$ cat config.mk
export PLATFORM = sky130hd
export DESIGN_NAME = pwr_seq_ctrl
export DESIGN_NICKNAME = d
export VERILOG_FILES = /design/src/rtl/pwr_seq_ctrl_pkg.sv /design/src/rtl/pwr_seq_ctrl_sync2.sv /design/src/rtl/pwr_seq_ctrl.sv
export SDC_FILE = /design/constraint.sdc
export NUM_CORES = 1
export LEC_CHECK = 0
export ABC_AREA = 1
export CAP_MARGIN = 25
export CORE_ASPECT_RATIO = 0.8
export CORE_UTILIZATION = 60
export CTS_CLUSTER_DIAMETER = 60
export CTS_CLUSTER_SIZE = 24
export DETAILED_ROUTE_END_ITERATION = 10
export PLACE_DENSITY = 0.8
export SYNTH_ARGS = -nofsm -noshare
export SYNTH_HDL_FRONTEND = slang
export SYNTH_SLANG_ARGS = --single-unit
$ cat constraint.sdc
create_clock -name SYSCLK -period 4.8 [get_ports SYSCLK]
set_input_delay 0.72 -clock SYSCLK [delete_from_list [all_inputs] [get_ports SYSCLK]]
set_output_delay 0.72 -clock SYSCLK [all_outputs]
set_load 0.005 [all_outputs]
$ cat src/rtl/pwr_seq_ctrl_pkg.sv
// pwr_seq_ctrl_pkg
// Shared definitions for the power-rail sequencer: FSM state encoding
// (3-bit binary) and default timing constants for a 25 MHz SYSCLK.
package pwr_seq_ctrl_pkg;

  typedef enum logic [2:0] {
    ST_IDLE     = 3'd0,
    ST_ON_WAIT  = 3'd1,
    ST_ON_GAP   = 3'd2,
    ST_RUN      = 3'd3,
    ST_OFF_STEP = 3'd4,
    ST_OFF_GAP  = 3'd5,
    ST_FAULT    = 3'd6
  } seq_state_e;

  localparam int          DEF_NUM_RAIL   = 4;
  localparam logic [15:0] DEF_PG_TIMEOUT = 16'd50000;  // 2 ms
  localparam logic [15:0] DEF_STEP_GAP   = 16'd2500;   // 100 us
  localparam logic [15:0] DEF_OFF_GAP    = 16'd2500;   // 100 us

endpackage

$ cat src/rtl/pwr_seq_ctrl_sync2.sv
// sync2
// Parameterized-width two-flop synchronizer, async active-low reset to 0.
// Ports:
//   SYSCLK   in        destination clock
//   RESET_N  in        async reset, active-low
//   d_i      in  WIDTH asynchronous input
//   q_o      out WIDTH synchronized output
module sync2 #(
  parameter int WIDTH = 1
) (
  input  logic             SYSCLK,
  input  logic             RESET_N,
  input  logic [WIDTH-1:0] d_i,
  output logic [WIDTH-1:0] q_o
);

  logic [WIDTH-1:0] meta_q;
  logic [WIDTH-1:0] sync_q;

  always_ff @(posedge SYSCLK or negedge RESET_N) begin
    if (!RESET_N) begin
      meta_q <= '0;
      sync_q <= '0;
    end else begin
      meta_q <= d_i;
      sync_q <= meta_q;
    end
  end

  assign q_o = sync_q;

endmodule

$ cat src/rtl/pwr_seq_ctrl.sv
// pwr_seq_ctrl
// Power-rail sequencer. Enables rails in ascending order, waiting for each
// rail's power-good (with timeout) plus a settle gap before the next one;
// disables in descending order with a gap between rails. A PG timeout or a
// PG loss on an enabled rail drops every enable and latches a one-hot fault map.
// Ports:
//   SYSCLK      in            system clock (25 MHz)
//   RESET_N     in            async reset, active-low
//   PWR_ON_REQ  in            level request, 1 = power up, 0 = down / clear fault
//   PG_IN       in  NUM_RAIL  per-rail power-good (asynchronous)
//   EN_OUT      out NUM_RAIL  per-rail enable (registered)
//   SEQ_DONE    out           all rails enabled and good
//   SEQ_FAULT   out           fault latched
//   FAULT_MAP   out NUM_RAIL  one-hot rail that caused the fault
//
// state    | meaning
// IDLE     | all rails off, waiting for request
// ON_WAIT  | rail IDX enabled, waiting for its PG (timeout counted in CNT)
// ON_GAP   | rail IDX good, settling STEP_GAP cycles before the next rail
// RUN      | all rails enabled and good
// OFF_STEP | rail IDX disabled this step
// OFF_GAP  | waiting OFF_GAP cycles before disabling rail IDX-1
// FAULT    | all rails off, fault map held until request drops
module pwr_seq_ctrl
  import pwr_seq_ctrl_pkg::*;
#(
  parameter int          NUM_RAIL   = DEF_NUM_RAIL,
  parameter logic [15:0] PG_TIMEOUT = DEF_PG_TIMEOUT,
  parameter logic [15:0] STEP_GAP   = DEF_STEP_GAP,
  parameter logic [15:0] OFF_GAP    = DEF_OFF_GAP
) (
  input  logic                SYSCLK,
  input  logic                RESET_N,
  input  logic                PWR_ON_REQ,
  input  logic [NUM_RAIL-1:0] PG_IN,
  output logic [NUM_RAIL-1:0] EN_OUT,
  output logic                SEQ_DONE,
  output logic                SEQ_FAULT,
  output logic [NUM_RAIL-1:0] FAULT_MAP
);

  localparam logic [2:0] LAST_IDX = 3'(NUM_RAIL - 1);

  logic                req_s;
  logic [NUM_RAIL-1:0] pg_s;

  seq_state_e          state_q, state_d;
  logic [15:0]         cnt_q, cnt_d;
  logic [2:0]          idx_q, idx_d;
  logic [NUM_RAIL-1:0] en_q, en_d;
  logic                done_q, done_d;
  logic                flt_q, flt_d;
  logic [NUM_RAIL-1:0] map_q, map_d;

  logic [NUM_RAIL-1:0] chk_mask;
  logic [NUM_RAIL-1:0] loss_map;
  logic [NUM_RAIL-1:0] idx_hot;
  logic                loss;
  logic                pg_cur;

  sync2 #(.WIDTH(1)) u_sync_req (
    .SYSCLK  (SYSCLK),
    .RESET_N (RESET_N),
    .d_i     (PWR_ON_REQ),
    .q_o     (req_s)
  );

  sync2 #(.WIDTH(NUM_RAIL)) u_sync_pg (
    .SYSCLK  (SYSCLK),
    .RESET_N (RESET_N),
    .d_i     (PG_IN),
    .q_o     (pg_s)
  );

  always_ff @(posedge SYSCLK or negedge RESET_N) begin
    if (!RESET_N) begin
      state_q <= ST_IDLE;
      cnt_q   <= '0;
      idx_q   <= '0;
      en_q    <= '0;
      done_q  <= 1'b0;
      flt_q   <= 1'b0;
      map_q   <= '0;
    end else begin
      state_q <= state_d;
      cnt_q   <= cnt_d;
      idx_q   <= idx_d;
      en_q    <= en_d;
      done_q  <= done_d;
      flt_q   <= flt_d;
      map_q   <= map_d;
    end
  end

  always_comb begin
    state_d  = state_q;
    cnt_d    = cnt_q;
    idx_d    = idx_q;
    map_d    = map_q;
    en_d     = '0;
    chk_mask = '0;
    loss_map = '0;
    idx_hot  = '0;
    loss     = 1'b0;
    pg_cur   = 1'b0;

    for (int j = 0; j < NUM_RAIL; j++) begin
      idx_hot[j] = (j == int'(idx_q));
      if (j == int'(idx_q)) pg_cur = pg_s[j];
    end

    // Rails that must already be good; the rail awaited in ON_WAIT is excluded.
    case (state_q)
      ST_ON_WAIT: for (int j = 0; j < NUM_RAIL; j++) chk_mask[j] = (j < int'(idx_q));
      ST_ON_GAP:  for (int j = 0; j < NUM_RAIL; j++) chk_mask[j] = (j <= int'(idx_q));
      ST_RUN:     chk_mask = '1;
      default:    chk_mask = '0;
    endcase

    // Descending scan so the lowest failing rail is the one reported.
    for (int j = NUM_RAIL - 1; j >= 0; j--) begin
      if (chk_mask[j] && !pg_s[j]) begin
        loss     = 1'b1;
        loss_map = '0;
        loss_map[j] = 1'b1;
      end
    end

    case (state_q)
      ST_IDLE: begin
        if (req_s) begin
          idx_d   = '0;
          cnt_d   = '0;
          state_d = ST_ON_WAIT;
        end
      end
      ST_ON_WAIT: begin
        if (loss) begin
          map_d   = loss_map;
          state_d = ST_FAULT;
        end else if (!req_s) begin
          state_d = ST_OFF_STEP;  // IDX is already the highest enabled rail
        end else if (pg_cur) begin
          cnt_d   = '0;
          state_d = (idx_q == LAST_IDX) ? ST_RUN : ST_ON_GAP;
        end else if (cnt_q == PG_TIMEOUT - 16'd1) begin
          map_d   = idx_hot;
          state_d = ST_FAULT;
        end else begin
          cnt_d = cnt_q + 16'd1;
        end
      end
      ST_ON_GAP: begin
        if (loss) begin
          map_d   = loss_map;
          state_d = ST_FAULT;
        end else if (!req_s) begin
          state_d = ST_OFF_STEP;
        end else if (cnt_q == STEP_GAP - 16'd1) begin
          idx_d   = idx_q + 3'd1;
          cnt_d   = '0;
          state_d = ST_ON_WAIT;
        end else begin
          cnt_d = cnt_q + 16'd1;
        end
      end
      ST_RUN: begin
        if (loss) begin
          map_d   = loss_map;
          state_d = ST_FAULT;
        end else if (!req_s) begin
          idx_d   = LAST_IDX;
          state_d = ST_OFF_STEP;
        end
      end
      ST_OFF_STEP: begin
        cnt_d   = '0;
        state_d = (idx_q == 3'd0) ? ST_IDLE : ST_OFF_GAP;
      end
      ST_OFF_GAP: begin
        if (cnt_q == OFF_GAP - 16'd1) begin
          idx_d   = idx_q - 3'd1;
          state_d = ST_OFF_STEP;
        end else begin
          cnt_d = cnt_q + 16'd1;
        end
      end
      ST_FAULT: begin
        if (!req_s) begin
          map_d   = '0;
          state_d = ST_IDLE;
        end
      end
      default: state_d = ST_IDLE;
    endcase

    case (state_q)
      ST_ON_WAIT, ST_ON_GAP:
        for (int j = 0; j < NUM_RAIL; j++) en_d[j] = (j <= int'(idx_q));
      ST_RUN:
        en_d = '1;
      ST_OFF_STEP, ST_OFF_GAP:
        for (int j = 0; j < NUM_RAIL; j++) en_d[j] = (j < int'(idx_q));
      default:
        en_d = '0;
    endcase

    done_d = (state_q == ST_RUN);
    // Asserts the cycle after FAULT entry, drops together with FAULT_MAP on exit.
    flt_d  = (state_q == ST_FAULT) && (state_d == ST_FAULT);
  end

  assign EN_OUT    = en_q;
  assign SEQ_DONE  = done_q;
  assign SEQ_FAULT = flt_q;
  assign FAULT_MAP = map_q;

endmodule
==> impl_metrics.toml <==
[outcome]
status = "finished, final reports clean"

[yosys]
synth_nets = 434
postSynthRegisterBits = 42
ys_seq_area_share_pct = 36.6
yosys-top-cells-area = "sky130_fd_sc_hd__dfrtp_1 (37%), sky130_fd_sc_hd__nand2_1 (17%), sky130_fd_sc_hd__nand3_1 (11%)"
synth_async_sr_flop_share_pct = 100
ys_top_cells_by_count = "sky130_fd_sc_hd__nand2_1 (130), sky130_fd_sc_hd__nand3_1 (64), sky130_fd_sc_hd__inv_1 (47)"
synthDominantCellAreaShare_pct = 36.6
synth_area_mm2 = 0.00287
synth_cell_type_count = 32
synth_top_flop_cell = "sky130_fd_sc_hd__dfrtp_1"
synth_edf_count = 0
synth.yosys.warnings = 0
synth_largest_area_cell = "sky130_fd_sc_hd__dfrtp_1"
mean_instance_size_in_the_synthesized_netlist_um2 = 6.84
yosys.cell_count.top_type = "sky130_fd_sc_hd__nand2_1"
synthCells = 420

[global_route]
grt_pass1_wl_um = 12000
number_of_antenna_violations_at_the_first_check_in_global_routing = 0
met1_usage_pct = 50.4
grt_most_used_layer = "met1"
met2_usage_pct = 40.8
grt-ovfl-total = 0
vias_in_the_first_global_route = 2483
global_route.usage.met3_pct = 6.14
track_usage_pct = 31.0
pin_count_of_the_biggest_net_entering_global_routing = 43

[pwr]
sw_frac_of_total_pct = 48.1
vdd.ir_drop.worst_mv = 0.306
cellLeakagePower_nw = 1.70
combPwrFrac_pct = 52.3
seq_power_share_pct = 32.3
pwr-share-clk_pct = 15.4
power.internal_mw = 0.766
power_density_mw_per_mm2 = 470
switching_power_mw = 0.712
total_power_mw = 1.48

[route]
ant_nets = 0
post_drt_wl_per_cell_um = 14.6
drc_viols = 0
vias_post_dr = 2874
route.final.wire_length_um = 7220
drt-vias-per-instance = 5.82
drt_first_iter_violations = 490
dr.pass1.iters = 6

[clock_tree]
clock_sink_count = 42
cts_inserted_buffers = 5
cts_setup_buffers = 0
number_of_instances_resized_during_post_cts_repair = 0
ctsLongestPathBuffers = 2
ctsHoldBuffers = 0
clock_tree_from_tritoncts = "done"
clock_latency_reported_for_the_late_side_of_the_worst_skew_pair_ns = 0.30
cts_htree_levels = 2
ctsRootBufferMaster = "sky130_fd_sc_hd__clkbuf_8"
cts.clk_slew.worst_paths_ns = 0.08

[setup_path]
crit_top_cell = "sky130_fd_sc_hd__nand2_1"
crit_path_max_fanout = 17
timing.critical_path.from_type = "flip-flop"
critical_path_cell_sequence = "inv_1 > ha_1 > inv_1 > nor2_1 > nand3_1 > nand3_1 > a21oi_4 > nand2_1 > nor2_1 > nor2_4 > nand2_4 > nand2_1 > nand2_1"
worst-endpoint-arrival_ns = 2.83
cp.required_ns = 5.00
end_kind = "flip-flop"
critical_path_class = "flip-flop to flip-flop"
cell_at_the_slowest_stage_of_the_critical_path = "sky130_fd_sc_hd__dfrtp_1"
reg2regPathDepth = 13
critPathMaxStageDelay_ns = 0.45

[finish]
synth_to_layout_area_growth_pct = 9.49
finalNetCount = 447
post_route_cells_drive_above_1_share_pct = 5.99
antennaDiodeCount = 0
postLayoutCoreUtil_pct = 68.4

[timing]
final-max-slew-violation-count = 0
fin_crit_ns = 2.63
maxSlewHeadroom_pct = 31.5
timing_hold_violations_final = 0
fin_setup_tns_ns = 0
final-setup-viol-count = 0
rsz_0062_raised_after_global_routing = "false"
worst_slew_pin_slew_ns = 1.02
finClkSkew_ns = 0.00608
max_freq_mhz = 380
fin_crit_sh_pct = 54.8

[floorplan]
die_width_um = 79.4
start_util_pct = 62.5
floorplan.io_pins = 17
fp-row-count = 22
core-area_mm2 = 0.00460
die_height_um = 63.9
dieArea_mm2 = 0.00507

[min_path]
worst_hold_path.num_cells = 0
hold_path_class = "flip-flop to flip-flop"

[place]
gp_congestion = 0.923
hpwlAfterDp_um = 5090
io_buffer_count = 16

[run]
maxcap_viol_count = 0
routing by layer:
layer | share of wire [%] | wire, um
met1 | 47 | 3420
met2 | 40 | 2910
met3 | 11 | 788
met4 | 1.5 | 106
met5 | 0 | 0
cell usage in the layout (no fill, tap or decap), types with 5 or more instances in the layout:
cell                              instances
sky130_fd_sc_hd__a21oi_1                  6
sky130_fd_sc_hd__nand4_1                  9
sky130_fd_sc_hd__nand2_1                130
sky130_fd_sc_hd__dfrtp_1                 42
sky130_fd_sc_hd__clkbuf_8                 5
sky130_fd_sc_hd__nand3_1                 64
sky130_fd_sc_hd__nor2_1                  38
sky130_fd_sc_hd__o21ai_0                 21
sky130_fd_sc_hd__clkdlybuf4s50_1         15
sky130_fd_sc_hd__ha_1                     7
sky130_fd_sc_hd__xor2_1                  10
sky130_fd_sc_hd__inv_1                   47
cells by family after synthesis:
kind of cell	after synthesis	share of synthesized area [%]
AO/OA/AOI/OAI	37	7.40
buffers and inverters	63	9.06
AND/OR/NAND/NOR	259	40.2
XOR/XNOR	12	3.66
adder cells (fa/ha/maj)	7	3.05
flip-flops	42	36.6
critical path: cells and delay by family, from the launching register on:
| family | cells | cell delay [ns] |
|---|---|---|
| adder cells (fa/ha/maj) | 1 | 0.18 |
| buffers and inverters | 2 | 0.23 |
| flip-flops | 1 | 0.45 |
| AND/OR/NAND/NOR | 9 | 1.51 |
| AO/OA/AOI/OAI | 1 | 0.15 |
cell type report:
class | count | area, um^2
clock buffers | 6 | 72.6
clock inverters | 2 | 13.8
fillers | 392 | 1450
inverters | 52 | 196
multi-input cells | 315 | 1560
flip-flops and latches | 42 | 1050
well taps | 60 | 75.1
repair buffers | 17 | 175
path summary, 6_finish.rpt:
path | startpoint | end | slack, ns
max | idx_q[0] | cnt_q[2] | 2.17
min | u_sync_pg.meta_q[3] | u_sync_pg.q_o[3] | 0.35
max reg2reg | idx_q[0] | cnt_q[2] | 2.17
min reg2reg | u_sync_pg.meta_q[3] | u_sync_pg.q_o[3] | 0.35
max in group asynchronous | RESET_N | cnt_q[10] | 4.21
min in group asynchronous | RESET_N | FAULT_MAP[0] | 0.38
stage by stage:
stage                     setup WS [ns]  hold slack, ns  cell area, um^2  cells
after floorplan                    2.83           0.331             2870    420
after global placement             2.27           0.333             3040    485
after detailed placement           2.26           0.335             3040    485
after CTS                          2.25           0.354             3130    493
after global routing               1.94           0.359             3150    494
final                              2.17           0.351             3150    494
flip-flops by register name, indices dropped and copies added, names as in the netlist:
register,flops
idx_q,3
cnt_q,16
u_sync_req.q_o,1
FAULT_MAP,4
u_sync_pg.q_o,4
EN_OUT,4
SEQ_DONE,1
SEQ_FAULT,1
state_q,3
u_sync_req.meta_q,1
u_sync_pg.meta_q,4
power groups by stage:
stage	combinational (mW)	clock, mW	sequential (mW)
final	0.774	0.227	0.477
after global routing	0.850	0.247	0.486
after CTS	0.753	0.235	0.475
after detailed placement	0.748	0	0.481
after global placement	0.743	0	0.478
after floorplan	0.574	0	0.462
Note: power is estimated with default switching activity, not from simulation.
